<file path="src/rtl/axis_ask_tx_arbiter.sv">
// rtl/axis_ask_tx_arbiter.sv - round-robin stream arbiter sharing one ASK/UART TX wrapper
// Grant ends on tlast or after MAX_BURST accepted beats; one IDLE bubble between grants.
module axis_ask_tx_arbiter #(
  parameter int NUM_PORTS  = 4,
  parameter int DATA_WIDTH = 8,
  parameter int MAX_BURST  = 16
) (
  input  logic                              clk,
  input  logic                              rst,
  input  logic [NUM_PORTS*DATA_WIDTH-1:0]   s_tdata,
  input  logic [NUM_PORTS-1:0]              s_tvalid,
  input  logic [NUM_PORTS-1:0]              s_tlast,
  output logic [NUM_PORTS-1:0]              s_tready,
  output logic [DATA_WIDTH-1:0]             m_tdata,
  output logic                              m_tvalid,
  output logic                              m_tlast,
  input  logic                              m_tready,
  output logic [$clog2(NUM_PORTS)-1:0]      grant_id,
  output logic                              grant_active
);

  localparam int IDX_W = $clog2(NUM_PORTS);
  localparam int CNT_W = $clog2(MAX_BURST + 1);

  typedef enum logic {IDLE, GRANT} state_t;

  state_t           state;
  logic [IDX_W-1:0] gnt;
  logic [IDX_W-1:0] rr_ptr;
  logic [CNT_W-1:0] beat_cnt;
  logic [CNT_W-1:0] beat_next;
  logic             pick_found;
  logic [IDX_W-1:0] pick_idx;
  logic [IDX_W:0]   cand;
  logic             accept;

  // Walk offsets from farthest to nearest so the port closest to rr_ptr wins.
  always_comb begin
    pick_found = 1'b0;
    pick_idx   = '0;
    cand       = '0;
    for (int i = NUM_PORTS - 1; i >= 0; i--) begin
      cand = {1'b0, rr_ptr} + (IDX_W+1)'(i);
      if (cand >= (IDX_W+1)'(NUM_PORTS)) begin
        cand = cand - (IDX_W+1)'(NUM_PORTS);
      end
      if (s_tvalid[cand[IDX_W-1:0]]) begin
        pick_found = 1'b1;
        pick_idx   = cand[IDX_W-1:0];
      end
    end
  end

  // Datapath depends only on registered grant state, never on m_tready for m_tvalid.
  always_comb begin
    m_tdata  = '0;
    m_tvalid = 1'b0;
    m_tlast  = 1'b0;
    s_tready = '0;
    if (state == GRANT) begin
      m_tdata       = s_tdata[int'(gnt)*DATA_WIDTH +: DATA_WIDTH];
      m_tvalid      = s_tvalid[gnt];
      m_tlast       = s_tlast[gnt];
      s_tready[gnt] = m_tready;
    end
  end

  assign accept       = m_tvalid & m_tready;
  assign beat_next    = beat_cnt + CNT_W'(1);
  assign grant_id     = gnt;
  assign grant_active = (state == GRANT);

  always_ff @(posedge clk or posedge rst) begin
    if (rst) begin
      state    <= IDLE;
      gnt      <= '0;
      rr_ptr   <= '0;
      beat_cnt <= '0;
    end else begin
      case (state)
        IDLE: begin
          if (pick_found) begin
            gnt      <= pick_idx;
            beat_cnt <= '0;
            state    <= GRANT;
          end
        end
        GRANT: begin
          if (accept) begin
            beat_cnt <= beat_next;
            if (m_tlast || (beat_next == CNT_W'(MAX_BURST))) begin
              state  <= IDLE;
              rr_ptr <= (gnt == IDX_W'(NUM_PORTS - 1)) ? '0 : gnt + IDX_W'(1);
            end
          end
        end
        default: state <= IDLE;
      endcase
    end
  end

endmodule
</file>
<file path="config.mk">
export PLATFORM = sky130hd
export DESIGN_NAME = axis_ask_tx_arbiter
export DESIGN_NICKNAME = d
export VERILOG_FILES = /design/src/rtl/axis_ask_tx_arbiter.sv
export SDC_FILE = /design/constraint.sdc
export NUM_CORES = 1
export LEC_CHECK = 0
export BUFFER_PORTS_ARGS = -buffer_cell sky130_fd_sc_hd__clkbuf_2
export CAP_MARGIN = 0
export CORE_ASPECT_RATIO = 1.1
export CORE_UTILIZATION = 40
export CTS_BUF_LIST = sky130_fd_sc_hd__clkbuf_4 sky130_fd_sc_hd__clkbuf_8
export DETAILED_ROUTE_END_ITERATION = 16
export PLACE_DENSITY = 0.87
export SYNTH_ARGS = -nofsm -noshare
export SYNTH_HDL_FRONTEND = slang
export SYNTH_SLANG_ARGS = --single-unit
</file>
<file path="constraint.sdc">
create_clock -name clk -period 2.06 [get_ports clk]
set_clock_uncertainty 0.05 [all_clocks]
set_input_delay 0.618 -clock clk [delete_from_list [all_inputs] [get_ports clk]]
set_output_delay 0.618 -clock clk [all_outputs]
set_load 0.03 [all_outputs]
</file>
Yosys cells after proc, flatten, opt, wreduce, memory -nomap -nowiden
Cells that the tools add are included.
{ "classes": {"muxes": 38, "n_shift": 1, "n_eq_ne": 4, "order_cmp": 10, "n_addsub": 9, "bitwise": 3, "reduce_logical": 5} }
{ "op_table": {"columns": ["cell", "count"], "rows": [
  ["$shiftx A32 B6 Y8", 1],
  ["$mux W2", 9],
  ["$mux W1", 16],
  ["$lt A2 B3 Y1 const B", 5],
  ["$bmux W1 S2", 6],
  ["$mux W5", 2],
  ["$pmux W5 S2", 1],
  ["$ge A3 B3 Y1 const B", 3],
  ["$mux W8", 1],
  ["$sub A2 B1 Y2 const B", 4],
  ["$add A2 B2 Y3 const B", 2],
  ["$add A5 B1 Y5 const B", 1],
  ["$eq A5 B5 Y1 const B", 1],
  ["$and A4 B4 Y4", 1],
  ["$mux W4", 1],
  ["$reduce_and A2 Y1", 2],
  ["$add A2 B1 Y3 const B", 1],
  ["$ge A2 B3 Y1 const B", 1],
  ["$reduce_and A3 Y1", 1],
  ["$add A2 B1 Y2 const B", 1],
  ["$demux W1 S2", 1],
  ["$eq A2 B2 Y1 const B", 1],
  ["$ge A2 B1 Y1 const B", 1],
  ["$ne A2 B1 Y1 const B", 1],
  ["other kinds (6)", 6]
]} }
{ "totals": {"ff_bits": 10, "inputBits": 43} }

Longest topological paths before layout
{ "logic_depth": {"ltp_word": 11, "ltp_mapped": 6, "mapped_depth_nobuf": 5} }

Worst setup path before layout
Ideal clock, no wire load.
{ "synth_path": {"path_type": "register -> output", "start": "register gnt[0], in the netlist grant_id[0]", "end": "output port m_tdata[0]", "path_buffers": 1, "slack_ps": -328, "required_ps": 1392, "arrival_ps": 1720, "stages_incl_launch_ff": 4, "path_cell_list": "dfrtp_1 -> buf_2 -> mux4_2 -> and2_1"} }
{ "synth_between": {"elab_chain_cells": 2} }
{ "synth_lines": {"columns": ["element", "line", "source"], "rows": [
  ["from (decl)", "28", "logic [IDX_W-1:0] gnt;"],
  ["from (signal assigned)", "83", "gnt <= pick_idx;"],
  ["$shiftx A32 B6 Y8", "61", "m_tdata = s_tdata[int'(gnt)*DATA_WIDTH +: DATA_WIDTH];"],
  ["$mux W8", "60", "if (state == GRANT) begin"],
  ["to (decl)", "14", "output logic [DATA_WIDTH-1:0] m_tdata,"]
]} }
No other way between the ends.

Worst setup path after layout
Ends and elaborated chain as after synthesis.

==> results.tsv <==
metric	value	unit
maxcap violations	0	
cell leakage power	0.871	nW
class of the most critical setup path	flop to output port	
Buf/Inv on CP	2	
post-detailed-placement half-perimeter wirelength	2210	µm
antenna diode count	0	
WL/cell	23.4	µm
count of hold-fix buffers inserted at cts	0	
Port Buffer Count	59	
class of the worst hold path	input port to asynchronous set/reset pin	
sequential element share of the synthesized area	25.0	%
area enclosed by the die boundary	2710	µm²
Pwr Total	2.76	mW
buffer type at the clock tree root	clkbuf_4	
routed length on met1	1670	µm
Critical Path Source Type	flop	
initial cell density of the core	43.6	%
routability cong.	0.759	
number of levels in the clock H-tree	1	
transition time of the tightest slew-check pin	0.443	ns
cell type group with the largest total delay on the critical path	multiplexers	
number of DRC markers after the initial detailed-route iteration	105	
number of synthesized register bits	10	
worst slack, placed	-0.139	ns
power density relative to cell area	1510	nW/µm²
top layer in use	met4	
arrival time reported for the critical path endpoint	1.68	ns
fraction of final layout cells with drive strength greater than 1	68.9	%
overall global routing resource usage	31.1	%
maximum number of buffers from clock root to sink	2	
cell chain of the critical path	buf_4 > mux4_2 > and2_4 > clkbuf_8	
Post-Syn Instances	100	
post-layout minimum cycle time	2.34	ns
met2 wire length	2300	µm
Max Freq	0.427	GHz
DRT Wirelength	4900	µm
count of placed standard cells in the final layout, fillers left out	210	
EDFF count, synth	0	
Final Hold Vio Count	0	
number of nets with antenna violations after detailed routing	0	
count of distinct cell types in the synthesized netlist	32	
average instance area after synthesis	10.0	µm²
filler instances	117	
height of the die	54.5	µm
Finished Core Util	79.4	%
first-pass GRT wire length	5950	µm
Post-Syn Area	1000	µm²
worst slew margin relative to its limit	70.4	%
maximum vdd ir drop	0.966	mV
most common cell after layout, fill and taps aside	clkbuf_2	
fraction of the cycle the final worst path needs	114	%
Area growth syn-to-layout	82.0	%
highest-delay cell along the critical path	mux4_2	
Detailed Routing Iterations Pass 1	4	
violations in the final reports	setup timing	
final routed DRC violation total	0	
I/O Pins	60	
number of clock sinks	10	
Worst Setup End Kind	output port	
core area	2300	µm²
RSZ-0062 raised after global routing	true	
Die X	49.7	µm
setup violation total in the final timing report	16	
top library cells by usage in the layout, fill and taps aside	clkbuf_2 (45), buf_4 (14), buf_8 (12)	
outcome	complete, but fails checks	
routed length on met3	665	µm
vias per std cell	6.30	
largest incremental delay on the critical path	0.52	ns
total nets after synthesis	148	
number of global-route vias before repair	1120	
Clock Pin Slew Worst Setup and Hold Paths	0.08	ns
post-synthesis async set-or-reset flop share	100	%
vias after detailed routing	1324	
largest net degree at the start of global routing	16	
final max-slew violation count	0	
latest clock arrival within the worst-skew pair	0.29	ns
Max FO, Critical Path	3	
TritonCTS clock tree	yes	
data required time of the worst path	1.39	ns
post-layout worst setup margin	-0.284	ns
count of yosys warnings during synthesis	0	
grt total ovfl	0	
final-stage net count	229	
site row count	18	
total placed cells including tap cells	195	
antenna violations before repair	0	
clock buffers created by TritonCTS	3	
predominant post-synthesis flop cell	dfrtp_1	
-- stage by stage --
stage | TNS [ns] | instance area, µm² | hold WS (ns)
floorplan | -0.114 | 1060 | 0.408
global placement | -0.843 | 1430 | 0.481
detailed placement | -0.917 | 1430 | 0.490
CTS | -2.36 | 1720 | 0.233
global route | -3.66 | 1820 | 0.256
finish | -3.12 | 1820 | 0.215
-- worst reg2reg max path, stage by stage, from the launching register on --
cell	delay (ns)
dfrtp_2	0.46
clkbuf_16	0.20
mux2i_1	0.25
o22ai_2	0.13
buf_4	0.15
a31oi_1	0.35
nor2_2	0.11
o21ai_0	0.30
-- cells in the mapped netlist, types with 3 or more instances --
| master | count | area share, % |
|---|---|---|
| o21ai_0 | 7 | 3.5 |
| nand2_1 | 9 | 3.4 |
| nand2b_1 | 3 | 1.9 |
| nand3_1 | 4 | 2.0 |
| inv_1 | 7 | 2.6 |
| mux4_2 | 9 | 20 |
| dfrtp_1 | 10 | 25 |
| and3_1 | 4 | 2.5 |
| mux2i_1 | 3 | 3.0 |
| nor2_1 | 3 | 1.1 |
| o22ai_1 | 3 | 1.9 |
| and2_1 | 8 | 5.0 |
| ha_1 | 5 | 6.2 |
| a21oi_1 | 3 | 1.5 |
-- routing by layer --
metal	vias up	GRT usage [%]
met5	-	0
met2	142	56.1
met1	605	35.4
li1	536	-
met3	41	9.44
met4	0	10.5
-- area by class of cell --
cell class                 count  area, µm²  share of cell area [%]
tap                           30       37.5                    2.06
inverter                       7       38.8                    2.13
multi-input combinational     78        802                    44.0
clock buffer                   4       30.0                    1.65
timing repair buffer          81        662                    36.3
sequential                    10        254                    13.9
-- power breakdown --
group	leakage (nW)	switching, mW	internal (mW)
logic	0.729	1.04	1.16
registers	0.124	0.127	0.267
clock network	0.0184	0.0807	0.0884
-- path summary, 6_finish.rpt --
| kind | start | to | slack, ns | depth (start not counted) |
|---|---|---|---|---|
| max in group asynchronous | rst | beat_cnt[4] | 1.45 | 2 |
| worst min-delay path | rst | rr_ptr[0] | 0.21 | 2 |
| worst max register to register | grant_id[1] | grant_active | -0.07 | 7 |
| worst max-delay path | grant_id[0] | m_tdata[0] | -0.28 | 4 |
| worst min register to register | beat_cnt[0] | beat_cnt[0] | 0.50 | 1 |
| min in group clk | beat_cnt[0] | beat_cnt[0] | 0.50 | 1 |
-- cells by family (layout without fill, tap and decap cells) --
family	count (synthesis)	count (layout)	share of synthesized area, %
flops	10	10	25.0
mux	14	14	25.5
simple gates	37	37	20.7
fa+ha+maj	5	5	6.24
buf+inv	12	92	5.49
compound gates	22	22	17.1
-- flip-flops by register name (all words and copies together) (netlist names) --
register,flops
beat_cnt,5
grant_id,2
rr_ptr,2
grant_active,1
-- what timing repair did --
| item | in CTS | in global routing |
|---|---|---|
| pin swaps | 7 | 3 |
| gates cloned | 0 | 1 |
| buffers inserted | 5 | 5 |
| gates resized for setup | 51 | 18 |
| setup endpoints to repair | 14 | 14 |
No activity file was read; power rests on OpenSTA's default activity.
